==> src/rtl/pixel_scan_ctrl_if.sv <==
// Host-side frame request/view bundle plus the per-group engine handshake of pixel_scan_ctrl.
// frame_cycles exists only when SCAN_FRAME_STATS_EN is defined.
interface pixel_scan_ctrl_if #(
  parameter int N = 32
);
  logic           frame_req;
  logic [N-1:0]   x_min_in;
  logic [N-1:0]   y_max_in;
  logic [1:0]     zoom_in;
  logic [3:0]     mbt_done;

  logic [15:0]    i_x;
  logic [15:0]    i_y;
  logic [N-1:0]   x_min;
  logic [N-1:0]   y_max;
  logic [1:0]     zoom_level;
  logic           rstMBT;
  logic           start;
  logic           busy;
  logic           frame_done;

`ifdef SCAN_FRAME_STATS_EN
  logic [31:0]    frame_cycles;

  modport master (
    input  frame_req, x_min_in, y_max_in, zoom_in, mbt_done,
    output i_x, i_y, x_min, y_max, zoom_level, rstMBT, start, busy, frame_done,
    output frame_cycles
  );

  modport slave (
    output frame_req, x_min_in, y_max_in, zoom_in, mbt_done,
    input  i_x, i_y, x_min, y_max, zoom_level, rstMBT, start, busy, frame_done,
    input  frame_cycles
  );
`else
  modport master (
    input  frame_req, x_min_in, y_max_in, zoom_in, mbt_done,
    output i_x, i_y, x_min, y_max, zoom_level, rstMBT, start, busy, frame_done
  );

  modport slave (
    output frame_req, x_min_in, y_max_in, zoom_in, mbt_done,
    input  i_x, i_y, x_min, y_max, zoom_level, rstMBT, start, busy, frame_done
  );
`endif
endinterface

==> src/rtl/pixel_scan_ctrl.sv <==
// Raster frame sequencer: steps LANES pixels at a time, pulses engine reset/start and waits for all lanes.
// Define SCAN_FRAME_STATS_EN to add the saturating frame_cycles counter.
module pixel_scan_ctrl #(
  parameter int H_RES  = 640,
  parameter int V_RES  = 480,
  parameter int LANES  = 4,
  parameter int N      = 32,
  parameter int SETTLE = 4
) (
  input  logic              clk,
  input  logic              rst_n,
  pixel_scan_ctrl_if.master bus
);

  localparam logic [15:0] X_LAST      = 16'(H_RES - LANES);
  localparam logic [15:0] Y_LAST      = 16'(V_RES - 1);
  localparam logic [16:0] X_LIM       = 17'(H_RES);
  localparam logic [16:0] X_STEP      = 17'(LANES);
  localparam logic [15:0] SETTLE_LAST = 16'(SETTLE - 1);

  typedef enum logic [2:0] {
    S_IDLE,
    S_CLR,
    S_SETTLE,
    S_GO,
    S_WAIT,
    S_ADV,
    S_FIN
  } state_t;

  state_t       state;
  state_t       state_nxt;

  logic [15:0]  i_x_q;
  logic [15:0]  i_y_q;
  logic [15:0]  x_nxt;
  logic [15:0]  y_nxt;
  logic [15:0]  settle_q;
  logic [15:0]  settle_nxt;
  logic [3:0]   mask_q;
  logic [3:0]   mask_nxt;
  logic [3:0]   mask_acc;
  logic         first_q;
  logic         first_nxt;
  logic         accept;

  logic [N-1:0] x_min_q;
  logic [N-1:0] y_max_q;
  logic [1:0]   zoom_q;
  logic         rst_mbt_q;
  logic         start_q;
  logic         busy_q;
  logic         frame_done_q;

  logic [16:0]  x_sum;
  logic         last_group;

  // 17-bit sum so the end-of-line test cannot wrap
  assign x_sum      = {1'b0, i_x_q} + X_STEP;
  assign last_group = (i_x_q == X_LAST) && (i_y_q == Y_LAST);

  always_comb begin
    state_nxt  = state;
    x_nxt      = i_x_q;
    y_nxt      = i_y_q;
    settle_nxt = settle_q;
    mask_nxt   = mask_q;
    mask_acc   = 4'b0000;
    first_nxt  = first_q;
    accept     = 1'b0;

    unique case (state)
      S_IDLE: begin
        if (bus.frame_req) begin
          accept    = 1'b1;
          x_nxt     = 16'd0;
          y_nxt     = 16'd0;
          state_nxt = S_CLR;
        end
      end

      S_CLR: begin
        settle_nxt = 16'd0;
        state_nxt  = (SETTLE == 0) ? S_GO : S_SETTLE;
      end

      S_SETTLE: begin
        if (settle_q == SETTLE_LAST) begin
          settle_nxt = 16'd0;
          state_nxt  = S_GO;
        end else begin
          settle_nxt = settle_q + 16'd1;
        end
      end

      S_GO: begin
        mask_nxt  = 4'b0000;
        first_nxt = 1'b1;
        state_nxt = S_WAIT;
      end

      // Done levels left over from the previous group are still visible on the first WAIT cycle
      S_WAIT: begin
        first_nxt = 1'b0;
        mask_acc  = first_q ? 4'b0000 : (mask_q | bus.mbt_done);
        mask_nxt  = mask_acc;
        if (mask_acc == 4'b1111) begin
          state_nxt = S_ADV;
        end
      end

      S_ADV: begin
        if (x_sum < X_LIM) begin
          x_nxt = x_sum[15:0];
        end else begin
          x_nxt = 16'd0;
          y_nxt = i_y_q + 16'd1;
        end
        state_nxt = last_group ? S_FIN : S_CLR;
      end

      S_FIN: begin
        x_nxt     = 16'd0;
        y_nxt     = 16'd0;
        state_nxt = S_IDLE;
      end

      default: begin
        state_nxt = S_IDLE;
      end
    endcase
  end

  // Pulse outputs are decoded from the next state so they line up with the state they name
  always_ff @(posedge clk or negedge rst_n) begin
    if (!rst_n) begin
      state        <= S_IDLE;
      i_x_q        <= 16'd0;
      i_y_q        <= 16'd0;
      settle_q     <= 16'd0;
      mask_q       <= 4'b0000;
      first_q      <= 1'b0;
      x_min_q      <= '0;
      y_max_q      <= '0;
      zoom_q       <= 2'd0;
      rst_mbt_q    <= 1'b0;
      start_q      <= 1'b0;
      busy_q       <= 1'b0;
      frame_done_q <= 1'b0;
    end else begin
      state        <= state_nxt;
      i_x_q        <= x_nxt;
      i_y_q        <= y_nxt;
      settle_q     <= settle_nxt;
      mask_q       <= mask_nxt;
      first_q      <= first_nxt;
      if (accept) begin
        x_min_q <= bus.x_min_in;
        y_max_q <= bus.y_max_in;
        zoom_q  <= bus.zoom_in;
      end
      rst_mbt_q    <= (state_nxt == S_CLR);
      start_q      <= (state_nxt == S_GO);
      busy_q       <= (state_nxt != S_IDLE);
      frame_done_q <= (state_nxt == S_FIN);
    end
  end

  assign bus.i_x        = i_x_q;
  assign bus.i_y        = i_y_q;
  assign bus.x_min      = x_min_q;
  assign bus.y_max      = y_max_q;
  assign bus.zoom_level = zoom_q;
  assign bus.rstMBT     = rst_mbt_q;
  assign bus.start      = start_q;
  assign bus.busy       = busy_q;
  assign bus.frame_done = frame_done_q;

`ifdef SCAN_FRAME_STATS_EN
  logic [31:0] cyc_cnt_q;
  logic [31:0] frame_cycles_q;

  function automatic logic [31:0] sat_inc(input logic [31:0] v);
    return (v == 32'hFFFF_FFFF) ? v : v + 32'd1;
  endfunction

  // cyc_cnt_q counts the acceptance cycle onward; the ADV and FIN cycles are added when FIN is entered
  always_ff @(posedge clk or negedge rst_n) begin
    if (!rst_n) begin
      cyc_cnt_q      <= 32'd0;
      frame_cycles_q <= 32'd0;
    end else begin
      if (accept) begin
        cyc_cnt_q <= 32'd1;
      end else if (state != S_IDLE) begin
        cyc_cnt_q <= sat_inc(cyc_cnt_q);
      end
      if (state_nxt == S_FIN) begin
        frame_cycles_q <= sat_inc(sat_inc(cyc_cnt_q));
      end
    end
  end

  assign bus.frame_cycles = frame_cycles_q;
`endif

endmodule
==> src/flat_wrapper.sv <==
// flat-port wrapper written by rule: the top's interface ports become plain ports
module pixel_scan_ctrl_flat 
#(
  parameter int H_RES  = 640,
  parameter int V_RES  = 480,
  parameter int LANES  = 4,
  parameter int N      = 32,
  parameter int SETTLE = 4
)
  (clk, rst_n, bus_frame_req, bus_x_min_in, bus_y_max_in, bus_zoom_in, bus_mbt_done, bus_i_x, bus_i_y, bus_x_min, bus_y_max, bus_zoom_level, bus_rstMBT, bus_start, bus_busy, bus_frame_done);
  pixel_scan_ctrl_if #(.N(N)) bus_i ();
  input  logic clk;
  input  logic rst_n;
  input wire logic [$bits(bus_i.frame_req)-1:0] bus_frame_req;
  input wire logic [$bits(bus_i.x_min_in)-1:0] bus_x_min_in;
  input wire logic [$bits(bus_i.y_max_in)-1:0] bus_y_max_in;
  input wire logic [$bits(bus_i.zoom_in)-1:0] bus_zoom_in;
  input wire logic [$bits(bus_i.mbt_done)-1:0] bus_mbt_done;
  output wire logic [$bits(bus_i.i_x)-1:0] bus_i_x;
  output wire logic [$bits(bus_i.i_y)-1:0] bus_i_y;
  output wire logic [$bits(bus_i.x_min)-1:0] bus_x_min;
  output wire logic [$bits(bus_i.y_max)-1:0] bus_y_max;
  output wire logic [$bits(bus_i.zoom_level)-1:0] bus_zoom_level;
  output wire logic [$bits(bus_i.rstMBT)-1:0] bus_rstMBT;
  output wire logic [$bits(bus_i.start)-1:0] bus_start;
  output wire logic [$bits(bus_i.busy)-1:0] bus_busy;
  output wire logic [$bits(bus_i.frame_done)-1:0] bus_frame_done;
  assign bus_i.frame_req = bus_frame_req;
  assign bus_i.x_min_in = bus_x_min_in;
  assign bus_i.y_max_in = bus_y_max_in;
  assign bus_i.zoom_in = bus_zoom_in;
  assign bus_i.mbt_done = bus_mbt_done;
  assign bus_i_x = bus_i.i_x;
  assign bus_i_y = bus_i.i_y;
  assign bus_x_min = bus_i.x_min;
  assign bus_y_max = bus_i.y_max;
  assign bus_zoom_level = bus_i.zoom_level;
  assign bus_rstMBT = bus_i.rstMBT;
  assign bus_start = bus_i.start;
  assign bus_busy = bus_i.busy;
  assign bus_frame_done = bus_i.frame_done;
  pixel_scan_ctrl #(.H_RES(H_RES), .V_RES(V_RES), .LANES(LANES), .N(N), .SETTLE(SETTLE)) u_core (.clk(clk), .rst_n(rst_n), .bus(bus_i));
endmodule
==> config.mk <==
export PLATFORM = sky130hd
export DESIGN_NAME = pixel_scan_ctrl_flat
export DESIGN_NICKNAME = d
export VERILOG_FILES = /design/src/rtl/pixel_scan_ctrl_if.sv /design/src/rtl/pixel_scan_ctrl.sv /design/src/flat_wrapper.sv
export SDC_FILE = /design/constraint.sdc
export NUM_CORES = 1
export LEC_CHECK = 0
export CAP_MARGIN = 20
export CORE_ASPECT_RATIO = 0.6
export CORE_MARGIN = 4
export CORE_UTILIZATION = 45
export CTS_CLUSTER_SIZE = 20
export DETAILED_ROUTE_END_ITERATION = 8
export PLACE_DENSITY = 0.77
export SYNTH_ARGS = -nofsm -noshare
export SYNTH_HDL_FRONTEND = slang
export SYNTH_SLANG_ARGS = --single-unit
==> constraint.sdc <==
create_clock -name clk -period 2.9 [get_ports clk]
set_input_delay 0.725 -clock clk [delete_from_list [all_inputs] [get_ports clk]]
set_output_delay 0.725 -clock clk [all_outputs]
set_load 0.05 [all_outputs]
==> flow_summary.ini <==
[status]
result_of_the_run = finished, final reports clean

[power_and_ir_drop]
intPower_w = 0.005399
switchingPower_w = 0.003998
power.share.clock_pct = 23.7
pwr_cell_area_mw_per_mm2 = 1137
p_leak_nw = 3.401
irDropWorstVdd_v = 0.0007218
pwr-share-comb_pct = 47.6
swShare_pct = 42.54
p_seq_share_pct = 28.7

[timing]
worst_slew_margin_rel_pct = 38.23
timing.setup.tns_ps = 0
finalSetupViolCount = 0
final_min_period_over_clock_period_pct = 87.72
setup_repair_after_global_routing_missed_its_margin = false
timing.clock.skew_ps = 7.923
post-route-worst-setup-slack_ps = 356.1
fin_hold_ws_ps = 311.7
max_freq_mhz = 393.1
tightestPinTransition_ps = 918.1
fin_crit_ps = 2544
finalHoldViolCount = 0
timing_max_transition_violations_final = 0

[logic_synthesis]
synth.distinct_cells = 64
synth.yosys.seq_area_share_pct = 53.75
area_fraction_of_the_dominant_cell_type_after_synthesis_pct = 53.75
async_flop_share_pct = 100.0
syn-mean-instance-area_um2 = 11.36
post-synth-top-area-cell = sky130_fd_sc_hd__dfrtp_1
dominantRegCellSynth = sky130_fd_sc_hd__dfrtp_1
synth_top_cells_by_area = sky130_fd_sc_hd__dfrtp_1, sky130_fd_sc_hd__mux2_2, sky130_fd_sc_hd__nand2_1
yosys_register_bits = 124
synth_area_mm2 = 0.005773
synth.cells.most_frequent = sky130_fd_sc_hd__dfrtp_1, sky130_fd_sc_hd__mux2_2, sky130_fd_sc_hd__nand2_1, sky130_fd_sc_hd__o21ai_0, sky130_fd_sc_hd__nand3_1
synth-warning-count = 0
top_count_cell_post_synth = sky130_fd_sc_hd__dfrtp_1
synth_edf_count = 0
synthesis.instances = 508

[worst_setup_path]
setup.worst_path.class = reg -> out
timing.critical_path.cells = clkdlybuf4s50_1
required_ps = 2170
cp_endpoint_kind = output pin
critical_path_peak_fanout = 9
cp_top_family = buffers and inverters
cp.buffers_inverters = 1
rr_startpoint = u_core.bus.i_x[2]
reg2reg_setup_slack_ps = 430
critPathArrivalTime_ps = 1820
rr_worst_depth = 8
crit_path_top_delay_cell = sky130_fd_sc_hd__clkdlybuf4s50_1
regToRegEndpoint = u_core.bus.i_y[14]
crit_path_max_incr_delay_ps = 890
startpoint_type = flop

[clocking]
clock_tree.buffer_depth = 2
cts_max_level = 4
clock_sink_count = 124
insertion_delay_ps = 410
post-cts-setup-buffer-count = 0
clk_transition_reported_paths_ps = 60
cts_root_buffer = sky130_fd_sc_hd__clkbuf_16
post_cts_hold_buffer_count = 0
tritoncts.num_buffers = 17
cts.repair.resized = 0
tritoncts_clock_tree = yes

[cells_and_area]
antenna_cells = 0
syn2layout_area_growth_pct = 43.19
layoutNonFillerInstCount = 856
finish.net_count = 755
final_layout_size_suffix_gt1_share_pct = 17.51

[route]
finalWirelength_um = 15420
drt_first_pass_iters = 6
drcViolationCount = 0
avgRoutedWirePerCell_um = 18.01
detail_route.vias_per_cell = 5.583
drtAntennaViolNets = 0
dr_total_vias = 4779
drt_iter0_markers = 313

[placed_design]
placement.setup.worst_slack_ps = 319.2
detailed_place_hpwl_um = 11140
port_buffers = 172
finalWeightedCongestion = 0.9204
placed_cells_incl_taps = 824

[floorplan]
row_count = 31
start_util_pct = 46.95
die-area_mm2 = 0.01476
die_width_um = 154.2
floorplan.core_area_mm2 = 0.01230
boundaryPins = 175
chipHeight_um = 95.74

[global_route]
globalRoute.totalOverflow = 0
global_route_wire_length_before_repair_um = 25010
grtUsageTotal_pct = 21.28
grt_pass1_vias = 4703
grt_start_max_net_pins = 46
antenna_violations_before_repair = 0

[job]
cap_violations = 0

[worst_hold_path]
min-delay-path-class = in -> async
[registers in the layout, indices dropped and copies added, names as in the netlist]
name,flops
u_core.settle_q,16
u_core.bus.busy,1
u_core.bus.zoom_level,2
u_core.mask_q,4
u_core.bus.frame_done,1
u_core.bus.start,1
u_core.bus.rstMBT,1
u_core.first_q,1
u_core.state,3
u_core.bus.y_max,32
u_core.bus.i_x,14
u_core.bus.x_min,32
u_core.bus.i_y,16
[cells in the final DEF, fill, tap and decap left out, types with 5 or more instances in the layout]
cell / synthesis / routed
sky130_fd_sc_hd__nand3_1: 24 / 24
sky130_fd_sc_hd__nor4_1: 8 / 8
sky130_fd_sc_hd__and3_1: 13 / 13
sky130_fd_sc_hd__nand4_1: 9 / 9
sky130_fd_sc_hd__nor2_1: 23 / 23
sky130_fd_sc_hd__nand2_1: 46 / 46
sky130_fd_sc_hd__mux2_2: 66 / 66
sky130_fd_sc_hd__and2_1: 5 / 5
sky130_fd_sc_hd__mux2i_1: 5 / 5
sky130_fd_sc_hd__a21oi_1: 16 / 16
sky130_fd_sc_hd__clkdlybuf4s50_1: 0 / 171
sky130_fd_sc_hd__dfrtp_1: 124 / 124
sky130_fd_sc_hd__o21ai_0: 26 / 26
sky130_fd_sc_hd__a221o_1: 8 / 8
sky130_fd_sc_hd__inv_1: 11 / 11
sky130_fd_sc_hd__nor3_1: 11 / 11
sky130_fd_sc_hd__clkbuf_16: 0 / 17
sky130_fd_sc_hd__a211oi_1: 5 / 5
sky130_fd_sc_hd__buf_4: 2 / 6
[how the worst max path moves through the flow]
stage,cells after the start,endpoint,startpoint,slack (ps)
floorplan,7,u_core.bus.i_y[0],u_core.bus.i_x[2],450
global placement,6,u_core.bus.i_y[9],bus_frame_req,440
detailed placement,6,u_core.bus.i_y[9],bus_frame_req,320
CTS,1,bus_i_y[8],u_core.bus.i_y[8],350
global route,8,u_core.bus.i_y[14],u_core.bus.i_x[2],240
finish,1,bus_i_y[8],u_core.bus.i_y[8],360
[logic make-up (layout without fill, tap and decap cells)]
kind of cell | count (synthesis) | after routing | synth area share, %
flip-flops | 124 | 124 | 53.75
AO/OA/AOI/OAI | 93 | 93 | 11.51
AND/OR/NAND/NOR | 166 | 166 | 15.37
buffers and inverters | 40 | 222 | 3.251
XOR/XNOR | 7 | 7 | 1.062
adder cells (fa/ha/maj) | 4 | 4 | 0.8670
other | 1 | 2 | 0.06496
multiplexers | 73 | 73 | 14.13
[cell type report]
cell class | count | area, um^2
clock buffer | 18 | 429.2
clock inverter | 14 | 195.2
fill | 910 | 4029
inverter | 11 | 41.29
multi-input combinational | 345 | 2495
sequential | 124 | 3103
tap | 165 | 206.4
timing repair buffer | 179 | 1797
[metrics by stage]
stage | util [%] | power (W) | area [um^2]
final | 67.23 | 0.009397 | 8267
after global routing | 67.23 | 0.009858 | 8267
after CTS | 67.23 | 0.009470 | 8267
after detailed placement | 62.16 | 0.007215 | 7642
after global placement | 62.16 | 0.007100 | 7642
after floorplan | - | 0.005680 | 5777
[power groups by stage]
stage                     logic (W)  clock network (W)  registers (W)
after floorplan             0.00132                  0        0.00436
after global placement      0.00442                  0        0.00268
final                       0.00448            0.00223        0.00270
after detailed placement    0.00449                  0        0.00273
after CTS                   0.00450            0.00227        0.00270
after global routing        0.00471            0.00236        0.00279
[routing by layer]
layer,vias to the layer above,global-route usage [%],share of wire [%]
li1,2209,-,-
met5,-,0,0
met2,233,30.99,42
met1,2324,30.83,47
met3,13,7.457,10
met4,0,4.629,0.76
Power figures use the tool's default switching activity.
